==> src/rtl/mem_port_arbiter_if.sv <==
// rtl/mem_port_arbiter_if.sv - request/response link shared by fetch, data and memory ports
interface mem_port_arbiter_if #(
  parameter int ADDR_W = 32,
  parameter int DATA_W = 32
);
  logic              req;
  logic              we;
  logic [ADDR_W-1:0] addr;
  logic [DATA_W-1:0] wdata;
  logic [DATA_W-1:0] rdata;
  logic              done;

  modport master (output req, we, addr, wdata, input rdata, done);
  modport slave  (input req, we, addr, wdata, output rdata, done);
endinterface

==> src/rtl/mem_port_arbiter.sv <==
// rtl/mem_port_arbiter.sv - IF/DM arbiter for one single-ported memory, DM priority with IF anti-starvation
// Optional ack timeout/abort enabled by defining ARB_TIMEOUT_EN.
module mem_port_arbiter #(
  parameter int ADDR_W     = 32,
  parameter int DATA_W     = 32,
  parameter int STARVE_LIM = 3,
  parameter int TIMEOUT    = 16
) (
  input  logic                 clk,
  input  logic                 rst,
  mem_port_arbiter_if.slave    if_port,
  mem_port_arbiter_if.slave    dm_port,
  mem_port_arbiter_if.master   mem_port,
  output logic                 err,
  output logic                 stall_o
);

  typedef enum logic [1:0] {IDLE, BUSY_IF, BUSY_DM, DONE} state_t;

  localparam logic [3:0] LIM = 4'(STARVE_LIM);

  state_t            state, state_nxt;
  logic [3:0]        starve_cnt;
  logic              owner_dm;
  logic              we_q;
  logic [ADDR_W-1:0] addr_q;
  logic [DATA_W-1:0] wdata_q;
  logic [DATA_W-1:0] if_rdata_q;
  logic [DATA_W-1:0] dm_rdata_q;
  logic              if_win, dm_win, busy, ack, abort_now, if_done;

`ifdef ARB_TIMEOUT_EN
  localparam int TW = $clog2(TIMEOUT + 1);
  localparam logic [TW-1:0] TMAX = TW'(TIMEOUT - 1);
  logic [TW-1:0] tcnt;
  logic          aborted;
`endif

  always_comb begin
    if_win = if_port.req && (!dm_port.req || (starve_cnt >= LIM));
    dm_win = dm_port.req && !if_win;
    busy   = (state == BUSY_IF) || (state == BUSY_DM);
    ack    = busy && mem_port.done;
    abort_now = 1'b0;
`ifdef ARB_TIMEOUT_EN
    // A late ack in the expiry cycle still wins over the abort.
    abort_now = busy && !mem_port.done && (tcnt == TMAX);
`endif
  end

  always_ff @(posedge clk or negedge rst) begin
    if (!rst) state <= IDLE;
    else      state <= state_nxt;
  end

  always_comb begin
    state_nxt = state;
    case (state)
      IDLE: begin
        if (if_win)      state_nxt = BUSY_IF;
        else if (dm_win) state_nxt = BUSY_DM;
      end
      BUSY_IF, BUSY_DM: if (ack || abort_now) state_nxt = DONE;
      DONE:    state_nxt = IDLE;
      default: state_nxt = IDLE;
    endcase
  end

  always_comb begin
    if_done         = (state == DONE) && !owner_dm;
    mem_port.req    = busy;
    mem_port.we     = we_q;
    mem_port.addr   = addr_q;
    mem_port.wdata  = wdata_q;
    if_port.done    = if_done;
    if_port.rdata   = if_rdata_q;
    dm_port.done    = (state == DONE) && owner_dm;
    dm_port.rdata   = dm_rdata_q;
    stall_o         = if_port.req && !if_done;
`ifdef ARB_TIMEOUT_EN
    err             = (state == DONE) && aborted;
`else
    err             = 1'b0;
`endif
  end

  always_ff @(posedge clk or negedge rst) begin
    if (!rst) begin
      starve_cnt <= '0;
      owner_dm   <= 1'b0;
      we_q       <= 1'b0;
      addr_q     <= '0;
      wdata_q    <= '0;
      if_rdata_q <= '0;
      dm_rdata_q <= '0;
    end else begin
      if (state == IDLE) begin
        if (if_win) begin
          addr_q     <= if_port.addr;
          we_q       <= 1'b0;
          wdata_q    <= '0;
          owner_dm   <= 1'b0;
          starve_cnt <= '0;
        end else if (dm_win) begin
          addr_q   <= dm_port.addr;
          we_q     <= dm_port.we;
          wdata_q  <= dm_port.wdata;
          owner_dm <= 1'b1;
          if (if_port.req && (starve_cnt != 4'hF)) starve_cnt <= starve_cnt + 4'd1;
        end
      end
      if (ack && !we_q) begin
        if (owner_dm) dm_rdata_q <= mem_port.rdata;
        else          if_rdata_q <= mem_port.rdata;
      end
      if (abort_now) begin
        if (owner_dm) dm_rdata_q <= '0;
        else          if_rdata_q <= '0;
      end
    end
  end

`ifdef ARB_TIMEOUT_EN
  always_ff @(posedge clk or negedge rst) begin
    if (!rst) begin
      tcnt    <= '0;
      aborted <= 1'b0;
    end else begin
      if (state == IDLE) begin
        tcnt    <= '0;
        aborted <= 1'b0;
      end else if (busy && !mem_port.done) begin
        tcnt <= tcnt + 1'b1;
      end
      if (abort_now) aborted <= 1'b1;
    end
  end
`endif

endmodule

==> src/flat_wrapper.sv <==
// flat-port wrapper written by rule: the top's interface ports become plain ports
module mem_port_arbiter_flat 
#(
  parameter int ADDR_W     = 32,
  parameter int DATA_W     = 32,
  parameter int STARVE_LIM = 3,
  parameter int TIMEOUT    = 16
)
  (clk, rst, err, stall_o, if_port_req, if_port_we, if_port_addr, if_port_wdata, if_port_rdata, if_port_done, dm_port_req, dm_port_we, dm_port_addr, dm_port_wdata, dm_port_rdata, dm_port_done, mem_port_req, mem_port_we, mem_port_addr, mem_port_wdata, mem_port_rdata, mem_port_done);
  mem_port_arbiter_if #(.ADDR_W(ADDR_W), .DATA_W(DATA_W)) if_port_i ();
  mem_port_arbiter_if #(.ADDR_W(ADDR_W), .DATA_W(DATA_W)) dm_port_i ();
  mem_port_arbiter_if #(.ADDR_W(ADDR_W), .DATA_W(DATA_W)) mem_port_i ();
  input  logic clk;
  input  logic rst;
  output logic err;
  output logic stall_o;
  input wire logic [$bits(if_port_i.req)-1:0] if_port_req;
  input wire logic [$bits(if_port_i.we)-1:0] if_port_we;
  input wire logic [$bits(if_port_i.addr)-1:0] if_port_addr;
  input wire logic [$bits(if_port_i.wdata)-1:0] if_port_wdata;
  output wire logic [$bits(if_port_i.rdata)-1:0] if_port_rdata;
  output wire logic [$bits(if_port_i.done)-1:0] if_port_done;
  input wire logic [$bits(dm_port_i.req)-1:0] dm_port_req;
  input wire logic [$bits(dm_port_i.we)-1:0] dm_port_we;
  input wire logic [$bits(dm_port_i.addr)-1:0] dm_port_addr;
  input wire logic [$bits(dm_port_i.wdata)-1:0] dm_port_wdata;
  output wire logic [$bits(dm_port_i.rdata)-1:0] dm_port_rdata;
  output wire logic [$bits(dm_port_i.done)-1:0] dm_port_done;
  output wire logic [$bits(mem_port_i.req)-1:0] mem_port_req;
  output wire logic [$bits(mem_port_i.we)-1:0] mem_port_we;
  output wire logic [$bits(mem_port_i.addr)-1:0] mem_port_addr;
  output wire logic [$bits(mem_port_i.wdata)-1:0] mem_port_wdata;
  input wire logic [$bits(mem_port_i.rdata)-1:0] mem_port_rdata;
  input wire logic [$bits(mem_port_i.done)-1:0] mem_port_done;
  assign if_port_i.req = if_port_req;
  assign if_port_i.we = if_port_we;
  assign if_port_i.addr = if_port_addr;
  assign if_port_i.wdata = if_port_wdata;
  assign if_port_rdata = if_port_i.rdata;
  assign if_port_done = if_port_i.done;
  assign dm_port_i.req = dm_port_req;
  assign dm_port_i.we = dm_port_we;
  assign dm_port_i.addr = dm_port_addr;
  assign dm_port_i.wdata = dm_port_wdata;
  assign dm_port_rdata = dm_port_i.rdata;
  assign dm_port_done = dm_port_i.done;
  assign mem_port_req = mem_port_i.req;
  assign mem_port_we = mem_port_i.we;
  assign mem_port_addr = mem_port_i.addr;
  assign mem_port_wdata = mem_port_i.wdata;
  assign mem_port_i.rdata = mem_port_rdata;
  assign mem_port_i.done = mem_port_done;
  mem_port_arbiter #(.ADDR_W(ADDR_W), .DATA_W(DATA_W), .STARVE_LIM(STARVE_LIM), .TIMEOUT(TIMEOUT)) u_core (.clk(clk), .rst(rst), .if_port(if_port_i), .dm_port(dm_port_i), .mem_port(mem_port_i), .err(err), .stall_o(stall_o));
endmodule
==> config.mk <==
export PLATFORM = sky130hd
export DESIGN_NAME = mem_port_arbiter_flat
export DESIGN_NICKNAME = d
export VERILOG_FILES = /design/src/rtl/mem_port_arbiter_if.sv /design/src/rtl/mem_port_arbiter.sv /design/src/flat_wrapper.sv
export SDC_FILE = /design/constraint.sdc
export NUM_CORES = 1
export LEC_CHECK = 0
export CAP_MARGIN = 20
export CORE_MARGIN = 4
export CORE_UTILIZATION = 43
export CTS_BUF_LIST = sky130_fd_sc_hd__clkbuf_16
export DETAILED_ROUTE_END_ITERATION = 8
export HOLD_SLACK_MARGIN = 0.12
export PLACE_DENSITY = 0.86
export SLEW_MARGIN = 30
export SYNTH_ARGS = -nofsm -noshare
export SYNTH_HDL_FRONTEND = slang
export SYNTH_SLANG_ARGS = --single-unit
==> constraint.sdc <==
create_clock -name clk -period 3.4 [get_ports clk]
set_input_delay 0.51 -clock clk [delete_from_list [all_inputs] [get_ports clk]]
set_output_delay 0.51 -clock clk [all_outputs]
set_load 0.02 [all_outputs]
# Word level (Yosys, flattened, before mapping)
# Index checks and enable logic that the tools add are counted.
# op_classes
reduce_logical	24
n_bitwise	1
n_lt_le_gt_ge	1
mux	15
add_sub_neg	1
n_eq_ne	6
# op_table
op	n
32-bit two-way mux	4
4-bit two-way mux	3
1-bit logical AND	8
2-bit AND reduction	4
2-bit two-way mux	3
2-bit one-hot mux with 3 select lines	1
1-bit logical NOT	5
4-bit by 1-bit adder with 4-bit output, second input constant	1
2-bit == test, second input constant	2
4-bit by 2-bit >= comparator with 1-bit output, second input constant	1
1-bit two-way mux	4
4-bit != test, second input constant	1
2-bit nonzero test	2
3-bit by 1-bit != test with 1-bit output, second input constant	1
3-bit AND reduction	1
2-bit by 1-bit == test with 1-bit output, second input constant	1
2-bit logical NOT	1
1-bit logical OR	2
2-bit by 1-bit != test with 1-bit output, second input constant	1
2-bit OR reduction	1
1-bit NOT	1
# totals
in_bits	167
regBits	136

# Logic depth before layout (Yosys ltp)
# Gate-level depths: netlist (run 1).
# depth
word_depth	8
ltp_mapped	8
ltp_nobuf	5

# Worst setup path after synthesis (run 1)
# OpenSTA, ideal clock, no wires.
# synth_timing
path_kind	reg2reg
start	register u_core.state[1]
end	register u_core.if_rdata_q[10], in the netlist u_core.if_port.rdata[10]
setup_time_ns	0.125
t_arrival_ns	1.843
slack_ns	1.433
synth_period_minus_slack_ns	1.967
required_time_ns	3.275
stages_incl_launch_ff	7
cell_sequence	dfrtp_1 > inv_1 > ha_1 > nand2_1 > nor3_1 > buf_2 > mux2_2
# synth_between
elab_chain_len	5
# synth_rtl
element	line_no	rtl
from (decl)	mem_port_arbiter.sv:22	state_t state, state_nxt;
from (signal assigned)	mem_port_arbiter.sv:53	else state <= state_nxt;
2-bit by 1-bit == test with 1-bit output / 2-bit == test (equally long branches)	mem_port_arbiter.sv:42	busy = (state == BUSY_IF) || (state == BUSY_DM);
1-bit logical OR (*)	mem_port_arbiter.sv:42	
net mem_port_req	flat_wrapper.sv:29	output wire logic [$bits(mem_port_i.req)-1:0] mem_port_req;
1-bit logical AND (*)	mem_port_arbiter.sv:43	ack = busy && mem_port.done;
1-bit logical AND (*)	mem_port_arbiter.sv:112	if (ack && !we_q) begin
2-bit AND reduction (no source line) (*)	--	
to (signal assigned)	mem_port_arbiter.sv:114	else if_rdata_q <= mem_port.rdata;
to (decl)	mem_port_arbiter.sv:28	logic [DATA_W-1:0] if_rdata_q;
# Mark *: on every way through the listed nets, which the timed path passes. The rest lies on a longest branch.
# A chain may end at the register's enable or synchronous reset.

# Worst setup path after layout (run 1)
# layout_timing
start	register u_core.state[1]
end	output port mem_port_req
# layout_between
elab_chain_len	2
# layout_rtl
element	line_no
2-bit by 1-bit == test with 1-bit output / 2-bit == test (equally long branches)	mem_port_arbiter.sv:42
1-bit logical OR (*)	mem_port_arbiter.sv:42
to (decl)	flat_wrapper.sv:29
# Mark *: on every way between the ends. The rest lies on a longest branch, timed or not.

==> out/metrics.yaml, run 1 <==
status:
  outcome: "complete, no violations"
logic_synthesis:
  syn_avg_cell_area_um2: 11.5
  ys.flop_type: "dfrtp_1"
  synth.yosys.warnings: 0
  synthCells: 505
  async_flop_share_pct: 100
  synth_edf_count: 0
  synth.cell_area_um2: 5780
  synth_fp_nets: 676
  synth_seq_area_share_pct: 58.8
  ys_ff_latch: 136
  synthDistinctLibCells: 30
clock_tree:
  htreeDepth: 4
  cts_made_buffers: 17
  hold_buffers: 0
  cts-root-buf: "clkbuf_16"
  clockBufferDepth: 2
  clkLatencyLatePin_ns: 0.41
  cts.sinks: 136
  clkTransAtPathRegs_ns: 0.06
  cts_tree: "yes"
  cts_resized: 0
  post_cts_buffers: 0
sta:
  fmax_mhz: 410
  finalSetupViolations: 0
  worstMarginPinSlew_ns: 0.814
  tns_ns: 0
  rsz0062_at_grt: "false"
  finalHoldViolCount: 0
  final.setup_skew_ns: 0.00556
  fin_crit_ns: 2.44
  slew_headroom_pct: 45.8
  final.period_utilization_pct: 71.8
  fin_hold_ws_ns: 0.478
  report.final.slew_viol_count: 0
grt:
  grt_start_max_net_pins: 119
  grt_pass1_vias: 5166
  grt_usage_pct: 22.7
  antenna_found_initial: 0
  grt_pass1_wl_um: 26700
  overflow: 0
setup_path:
  critical_path_arrival_ns: 1.93
  crit_required_ns: 2.89
  path_cells: "inv_1 > ha_1 > clkdlybuf4s50_1"
  critical-path-top-delay-family: "buffers and inverters"
  path_buf_inv: 2
  cp-end-kind: "output pin"
  r2r_start: "u_core.state[1]"
  rrSetupSlack_ns: 1.05
  cp_max_fo: 6
  startpoint_type: "register"
  r2r_cells: 5
  cp.depth: 3
  crit_path_top_delay_cell: "clkdlybuf4s50_1"
  worst_path_largest_cell_delay_ns: 0.69
  crit_type: "register to output pin"
  rr_endpoint: "u_core.dm_port.rdata[25]"
power_and_ir_drop:
  p_sw_w: 0.00345
  internal_power_w: 0.00607
  p_leak_nw: 3.93
  combPwrFrac_pct: 47.5
  pwr-share-seq_pct: 29.8
  max-vdd-ir-drop_uv: 434
  power_frac_clock_pct: 22.7
  swShare_pct: 36.2
  p_per_area_nw_per_um2: 1020
cells_and_area:
  finalNonFillerCells: 952
  fin_nets: 934
  area_growth_syn_to_layout_pct: 61.7
  final.fill_count: 909
  layout-drive-gt1-share_pct: 17.9
  diodes: 0
  regArea_um2: 3400
  final_util_pct: 70.9
  multi_input_area_um2: 2200
  design_area_um2: 9350
floorplanning:
  rows: 42
  initial_core_util_pct: 43.9
  ios: 301
  dieArea_um2: 15400
  die_h_um: 124
  die_w_um: 124
  core-area_um2: 13200
routing:
  drc_errors: 0
  vias: 4969
  routed_via_density: 5.22
  totalWireLength_um: 17500
  postRouteAntennaNets: 0
  wl_per_cell_um: 18.4
  drt_iter0_markers: 246
  dr.pass1.iters: 4
placement:
  hpwl_um: 12100
  dpl.cell_count: 918
  io_buffers: 266
  post_dp_cell_area_um2: 8620
  globalplace.congestion: 0.766
run:
  cap_violations: 0
worst_hold_path:
  hold_path_depth: 2
  min-delay-start: "u_core.mem_port.wdata[16]"
  hold_class: "register to register"
  worstHoldEndpoint: "u_core.mem_port.wdata[16]"
[power by group through the flow]
| stage | Clock, W | Sequential (W) | Combinational [W] |
|---|---|---|---|
| 2_1_floorplan | 0 | 0.00369 | 0.00144 |
| 6_report | 0.00216 | 0.00283 | 0.00452 |
| 3_5_place_dp | 0 | 0.00283 | 0.00455 |
| 3_3_place_gp | 0 | 0.00279 | 0.00442 |
| 4_1_cts | 0.00219 | 0.00283 | 0.00458 |
| 5_1_grt | 0.00227 | 0.00291 | 0.00483 |
[synth_stat cells, types with 2 or more instances]
library cell	instances	share of area [%]
a21oi_1	2	0.17
a31oi_1	2	0.22
and2_1	2	0.22
buf_1	3	0.19
buf_2	6	0.52
buf_6	4	0.78
clkbuf_1	26	1.7
dfrtp_1	136	59
ha_1	4	0.87
inv_1	2	0.13
mux2_2	65	13
nand2_1	133	8.6
nand3_1	2	0.17
nand4_1	32	3.5
nor2_1	4	0.26
nor2b_1	4	0.43
nor3_1	2	0.17
o211ai_1	7	0.91
o211ai_2	25	5.4
o21ai_0	30	2.6
o21ai_1	5	0.43
[cell families after synthesis]
family | share of synthesized area (%)
AND/OR/NAND/NOR | 13.8
other | 0.0648
AO/OA/AOI/OAI | 10.1
adder cells (fa/ha/maj) | 0.865
flip-flops | 58.8
buffers and inverters | 3.44
multiplexers | 12.8
[worst max path at each step]
stage	from	end	slack, ns
final	u_core.state[1]	mem_port_req	0.96
after global routing	u_core.state[1]	stall_o	0.82
after CTS	u_core.state[1]	mem_port_req	0.91
after detailed placement	if_port_req	u_core.mem_port.wdata[6]	0.78
after global placement	if_port_req	u_core.mem_port.wdata[6]	0.86
after floorplan	u_core.state[1]	u_core.if_port.rdata[10]	1.43
[through the flow]
step	power [W]	setup WS [ns]
floorplan	0.00513	1.43
global placement	0.00721	0.861
CTS	0.00960	0.913
finish	0.00951	0.958
global route	0.0100	0.821
detailed placement	0.00738	0.781
[registers in the layout, summed over array words and instances, names as in the netlist]
signal                 cells
u_core.starve_cnt          4
u_core.owner_dm            1
u_core.mem_port.we         1
u_core.state               2
u_core.if_port.rdata      32
u_core.dm_port.rdata      32
u_core.mem_port.addr      32
u_core.mem_port.wdata     32
[layer usage]
layer  up-vias  GRT usage, %  share of wire [%]
met1      2450          25.7                 38
met3        30          7.36                8.7
met4         0          9.51                2.5
met5         -             0                  0
met2       203          39.4                 51
li1       2286             -                  -
[worst min-delay path, delay by kind of cell, from the launching register on]
| family | cells | cell delay, ns |
|---|---|---|
| and+or+nand+nor | 1 | 0.04 |
| AOI/OAI and AO/OA | 1 | 0.06 |
| DFF | 1 | 0.34 |
[layout make-up]
cell class | count | share of cell area (%)
sequential | 136 | 36.4
timing repair buffer | 279 | 30.2
multi-input combinational | 327 | 23.5
clock buffer | 17 | 4.55
clock inverter | 15 | 2.92
tap | 176 | 2.35
inverter | 2 | 0.0803
[cells in the final DEF, fill, tap and decap left out, drive strengths merged, types with 4 or more instances in the layout]
master	instances
clkbuf	17
dfrtp	136
nor2b	4
mux2	65
bufinv	7
nor2	4
clkdlybuf4s50	265
ha	4
o211ai	32
buf	13
o21ai	35
nand4	32
nand2	133
clkinv	4
Power figures use the tool's default switching activity.
==> run 2: changes to the inputs <==
--- a/config.mk
+++ b/config.mk
@@ -7,11 +7,11 @@
 export LEC_CHECK = 0
 export CAP_MARGIN = 20
 export CORE_MARGIN = 4
-export CORE_UTILIZATION = 43
+export CORE_UTILIZATION = 36
 export CTS_BUF_LIST = sky130_fd_sc_hd__clkbuf_16
 export DETAILED_ROUTE_END_ITERATION = 8
 export HOLD_SLACK_MARGIN = 0.12
-export PLACE_DENSITY = 0.86
+export PLACE_DENSITY = 0.77
 export SLEW_MARGIN = 30
 export SYNTH_ARGS = -nofsm -noshare
 export SYNTH_HDL_FRONTEND = slang
==> constraint.sdc (replaced) <==
create_clock -name clk -period 2.1 [get_ports clk]
set_input_delay 0.315 -clock clk [delete_from_list [all_inputs] [get_ports clk]]
set_output_delay 0.315 -clock clk [all_outputs]
set_load 0.02 [all_outputs]
==> run 2 against run 1 <==
Compared with the run above: critical path depth is 2 higher; register-to-register slack lost 0.91 ns; final area is 0.63% lower; combinational power grew 62%; global-route usage shrank 3.3 points; count of clock-buffer cells in the layout is the same; clock power rose by 25%; final cell count is 4.7% higher; non-clock buffer count increased by 4; worst setup slack worse by 0.82 ns; clock skew grew 0.00082 ns; critical path type is now register to register.
==> out/metrics.yaml, run 2 (synthesized netlist as in run 1, its figures left out) <==
power_and_ir_drop:
  p_per_area_nw_per_um2: 1570
  p_leak_nw: 3.90
  total_power_w: 0.0146
  max-vdd-ir-drop_uv: 651
floorplanning:
  ios: 301
  initial_core_util_pct: 36.5
  core-area_um2: 15800
  die_w_um: 135
  rows: 46
  die_h_um: 135
  dieArea_um2: 18200
cells_and_area:
  layout-drive-gt1-share_pct: 17.9
  fin_nets: 939
  finalNonFillerCells: 997
  regArea_um2: 3400
  final.fill_count: 1268
  multi_input_area_um2: 2210
  diodes: 0
  final_common_cell: "clkdlybuf4s50_1"
  final_cell_mix: "clkdlybuf4s50_1 (261), dfrtp_1 (136), nand2_1 (133)"
  area_growth_syn_to_layout_pct: 60.7
  design_area_um2: 9300
setup_path:
  critical-path-top-delay-family: "simple AND/OR/NAND/NOR gates"
  critical_path_arrival_ns: 2.32
  crit_required_ns: 2.46
  path_cells: "ha_1 > or4b_1 > buf_4 > nor3_1 > a21o_1"
  path_buf_inv: 1
  r2r_cells: 5
  crit_path_end: "u_core.starve_cnt[0]"
  crit_path_top_delay_cell: "or4b_1"
  worstSetupStartpoint: "u_core.starve_cnt[0]"
  rr_endpoint: "u_core.starve_cnt[0]"
  r2r_start: "u_core.starve_cnt[0]"
  worst_path_largest_cell_delay_ns: 0.64
  cp.depth: 5
  cp-end-kind: "register"
  crit_type: "register to register"
  cp_max_fo: 29
  rrSetupSlack_ns: 0.14
  startpoint_type: "register"
clock_tree:
  clockBufferDepth: 2
  clkLatencyLatePin_ns: 0.42
  cts-root-buf: "clkbuf_16"
  cts_made_buffers: 17
  cts_tree: "yes"
  clkTransAtPathRegs_ns: 0.06
  htreeDepth: 4
  cts.sinks: 136
sta:
  fin_crit_ns: 1.96
  final.period_utilization_pct: 93.3
  final.setup_skew_ns: 0.00638
  worstMarginPinSlew_ns: 0.532
  finalHoldViolCount: 0
  setup_slack_ns: 0.140
  fmax_mhz: 510
  report.final.slew_viol_count: 0
  rsz0062_at_grt: "false"
  slew_headroom_pct: 64.5
  finalSetupViolations: 0
grt:
  grt_pass1_wl_um: 27700
  grt_pass1_vias: 5290
  antenna_found_initial: 0
  grt_start_max_net_pins: 68
  grt_usage_pct: 19.4
  overflow: 0
worst_hold_path:
  hold_class: "input pin to async pin"
placement:
  post_dp_cell_area_um2: 8740
  dpl.cell_count: 963
  hpwl_um: 12800
  globalplace.congestion: 0.804
  io_buffers: 266
  pre_cts_ws_ns: -0.0981
routing:
  drt_iter0_markers: 252
  postRouteAntennaNets: 0
  vias: 4973
  drc_errors: 0
  routed_via_density: 4.99
  dr.pass1.iters: 4
  wl_per_cell_um: 17.7
  totalWireLength_um: 17700
status:
  outcome: "complete, no violations"
run:
  cap_violations: 0
run 2: changes by cell type in the layout (fill, tap and decap cells not counted), sizes merged:
| cell | change |
|---|---|
| bufinv | -6 |
| clkdlybuf4s15 | +1 |
| buf | +4 |
| and2 | +1 |
| dlygate4sd2 | +2 |
| clkdlybuf4s50 | -4 |
| clkinvlp | +2 |
| dlymetal6s2s | +1 |
| clkinv | +4 |
run 2: layout make-up:
| type | instances | share of cell area, % |
|---|---|---|
| repair buffers | 283 | 30.9 |
| clock inverters | 15 | 1.20 |
| multi-input cells | 328 | 23.8 |
| inverters | 2 | 0.0808 |
| well taps | 216 | 2.91 |
| flip-flops and latches | 136 | 36.6 |
| clock buffers | 17 | 4.58 |
run 2: stage by stage:
| stage | utilization [%] | TNS (ns) | hold slack [ns] |
|---|---|---|---|
| 2_1_floorplan | - | 0 | 0.0194 |
| 3_3_place_gp | 55.2 | -0.752 | 0.250 |
| 3_5_place_dp | 55.2 | -2.94 | 0.255 |
| 4_1_cts | 58.6 | 0 | 0.368 |
| 5_1_grt | 58.7 | 0 | 0.419 |
| 6_report | 58.7 | 0 | 0.373 |
run 2: repair_timing:
action,CTS,global route
setup endpoints to repair,4,49
gates cloned,0,1
hold endpoints to repair,38,0
buffers inserted,0,0
pin swaps,1,0
gates resized for setup,4,3
hold buffers,1,0
run 2: power by group:
| part | internal [W] | switching (W) |
|---|---|---|
| clock network | 0.00160 | 0.00110 |
| logic | 0.00361 | 0.00372 |
| registers | 0.00388 | 0.000699 |
run 2: worst min path at each step:
stage                     start                  endpoint  slack, ns
after floorplan             rst   u_core.dm_port.rdata[0]       0.02
after global placement      rst  u_core.mem_port.addr[14]       0.25
after detailed placement    rst  u_core.mem_port.addr[14]       0.26
after CTS                   rst  u_core.mem_port.addr[14]       0.37
after global routing        rst  u_core.mem_port.addr[14]       0.42
final                       rst  u_core.mem_port.addr[14]       0.37
run 2: per-layer routing:
metal  vias to the layer above  wire (um)  GRT usage, %
met1                      2412       6990          23.1
met3                        53       1330          6.15
met2                       226       8640          31.8
met5                         -          0             0
met4                         0        703          9.39
li1                       2282          -             -
==> run 3: changes to the inputs <==
--- a/config.mk
+++ b/config.mk
@@ -7,11 +7,11 @@
 export LEC_CHECK = 0
 export CAP_MARGIN = 20
 export CORE_MARGIN = 4
-export CORE_UTILIZATION = 36
+export CORE_UTILIZATION = 44
 export CTS_BUF_LIST = sky130_fd_sc_hd__clkbuf_16
 export DETAILED_ROUTE_END_ITERATION = 8
+export DONT_BUFFER_PORTS = 1
 export HOLD_SLACK_MARGIN = 0.12
-export PLACE_DENSITY = 0.77
 export SLEW_MARGIN = 30
 export SYNTH_ARGS = -nofsm -noshare
 export SYNTH_HDL_FRONTEND = slang
==> run 3 against run 2 <==
Compared with the run above: the flow now finishes with violations (hold timing); register-to-register slack hardly changed; final area fell by 16%; worst setup slack improved by 0.0076 ns; flip-flop and latch count unchanged; hold slack worse by 0.77 ns; critical path type unchanged.
==> out/metrics.yaml, run 3 (synthesized netlist as in run 1, its figures left out) <==
routing:
  totalWireLength_um: 16500
  postRouteAntennaNets: 0
  dr.pass1.iters: 5
  wl_per_cell_um: 20.4
  drc_errors: 0
  drt_iter0_markers: 275
  routed_via_density: 5.54
  vias: 4465
power_and_ir_drop:
  power_frac_clock_pct: 24.4
  internal_power_w: 0.00741
  swShare_pct: 41.0
  p_leak_nw: 3.39
  max-vdd-ir-drop_uv: 669
  p_per_area_nw_per_um2: 1600
  pwr-share-seq_pct: 50.5
  combPwrFrac_pct: 25.1
  p_sw_w: 0.00516
grt:
  grt_pass1_vias: 4913
  antenna_found_initial: 0
  grt_start_max_net_pins: 137
  overflow: 0
  grt_pass1_wl_um: 25700
  grt_usage_pct: 22.2
setup_path:
  cp-end-kind: "register"
  startpoint_type: "register"
  crit_type: "register to register"
  critical_path_arrival_ns: 2.27
  crit_required_ns: 2.42
  cp_max_fo: 67
clock_tree:
  cts.sinks: 136
  clkLatencyLatePin_ns: 0.41
  clkTransAtPathRegs_ns: 0.06
  cts_made_buffers: 17
  clockBufferDepth: 2
  cts_resized: 0
  post_cts_buffers: 0
  htreeDepth: 4
  cts_tree: "yes"
  hold_buffers: 129
  cts-root-buf: "clkbuf_16"
cells_and_area:
  final_cell_mix: "dfrtp_1 (136), nand2_1 (133), dlygate4sd3_1 (128)"
  area_growth_syn_to_layout_pct: 35.7
  fin_nets: 793
  layout-drive-gt1-share_pct: 21.0
  regArea_um2: 3400
  final_common_cell: "dfrtp_1"
  diodes: 0
  multi_input_area_um2: 2200
  design_area_um2: 7850
  final.fill_count: 983
floorplanning:
  die_w_um: 123
  initial_core_util_pct: 45.5
  rows: 41
  die_h_um: 123
  dieArea_um2: 15000
  ios: 301
  core-area_um2: 12700
status:
  violations: "hold timing"
  outcome: "finished with violations"
placement:
  post_dp_cell_area_um2: 5960
  globalplace.congestion: 0.813
  io_buffers: 0
  hpwl_um: 10300
  pre_cts_ws_ns: 0.100
sta:
  worstMarginPinSlew_ns: 0.812
  finalSetupViolations: 0
  slew_headroom_pct: 45.9
  fmax_mhz: 512
  finalHoldViolCount: 136
  fin_hold_ws_ns: -0.397
  rsz0062_at_grt: "false"
  tns_ns: 0
  report.final.slew_viol_count: 0
  fin_crit_ns: 1.95
  final.period_utilization_pct: 93.0
  final.setup_skew_ns: 0.00759
  setup_slack_ns: 0.148
run:
  cap_violations: 0
worst_hold_path:
  hold_class: "input pin to async pin"
==> run 3: cell count changes in the layout (fill, tap and decap cells not counted), sizes merged, moves of 2 or more <==
cell / previous run / this run
dlygate4sd2: 2 / 0
clkdlybuf4s50: 261 / 0
buf: 17 / 10
bufinv: 1 / 4
clkinvlp: 5 / 2
dlygate4sd3: 1 / 128
==> run 3: final timing paths <==
kind / startpoint / endpoint / slack (ns) / cells after the start
setup / recovery: u_core.starve_cnt[0] / u_core.mem_port.addr[28] / 0.15 / 4
hold / removal: rst / u_core.dm_port.rdata[10] / -0.40 / 0
setup reg to reg: u_core.starve_cnt[0] / u_core.mem_port.addr[28] / 0.15 / 4
hold reg to reg: u_core.starve_cnt[1] / u_core.starve_cnt[1] / 0.52 / 2
max in group asynchronous: rst / u_core.mem_port.wdata[1] / 2.33 / 0
min in group clk: if_port_addr[20] / u_core.mem_port.addr[20] / 0.12 / 2
==> run 3: layout make-up <==
type,count,area share (%)
flip-flops and latches,136,43.3
multi-input cells,327,28.0
repair buffers,138,18.0
clock buffers,17,5.42
well taps,172,2.74
clock inverters,14,2.34
inverters,2,0.0956
==> run 3: critical path: stages (launching register included) <==
cell and delay (ns):
dfrtp_1 0.41, ha_1 0.21, or4b_1 0.54, and2_4 0.37
o211ai_1 0.28
==> run 3: routing by layer <==
layer	GRT usage [%]	wire length (um)	part of all wire, %
met1	25.3	6040	37
met2	36.8	8010	49
met3	8.43	1880	11
met4	10.4	528	3.2
met5	0	0	0
==> run 3: per-stage QoR <==
step | util [%] | total power [W] | hold slack [ns] | cells
after detailed placement | 46.8 | 0.00934 | 0.0237 | 646
after floorplan | - | 0.00831 | 0.0194 | 505
final | 61.7 | 0.0126 | -0.397 | 806
after CTS | 61.8 | 0.0126 | -0.414 | 806
after global placement | 46.8 | 0.00914 | 0.0224 | 646
after global routing | 61.7 | 0.0133 | -0.419 | 806
==> run 3: power by group through the flow <==
stage	clock network, W	logic [W]	registers [W]
2_1_floorplan	0	0.00233	0.00598
3_3_place_gp	0	0.00279	0.00635
3_5_place_dp	0	0.00296	0.00638
4_1_cts	0.00312	0.00316	0.00636
5_1_grt	0.00325	0.00351	0.00649
6_report	0.00307	0.00315	0.00635
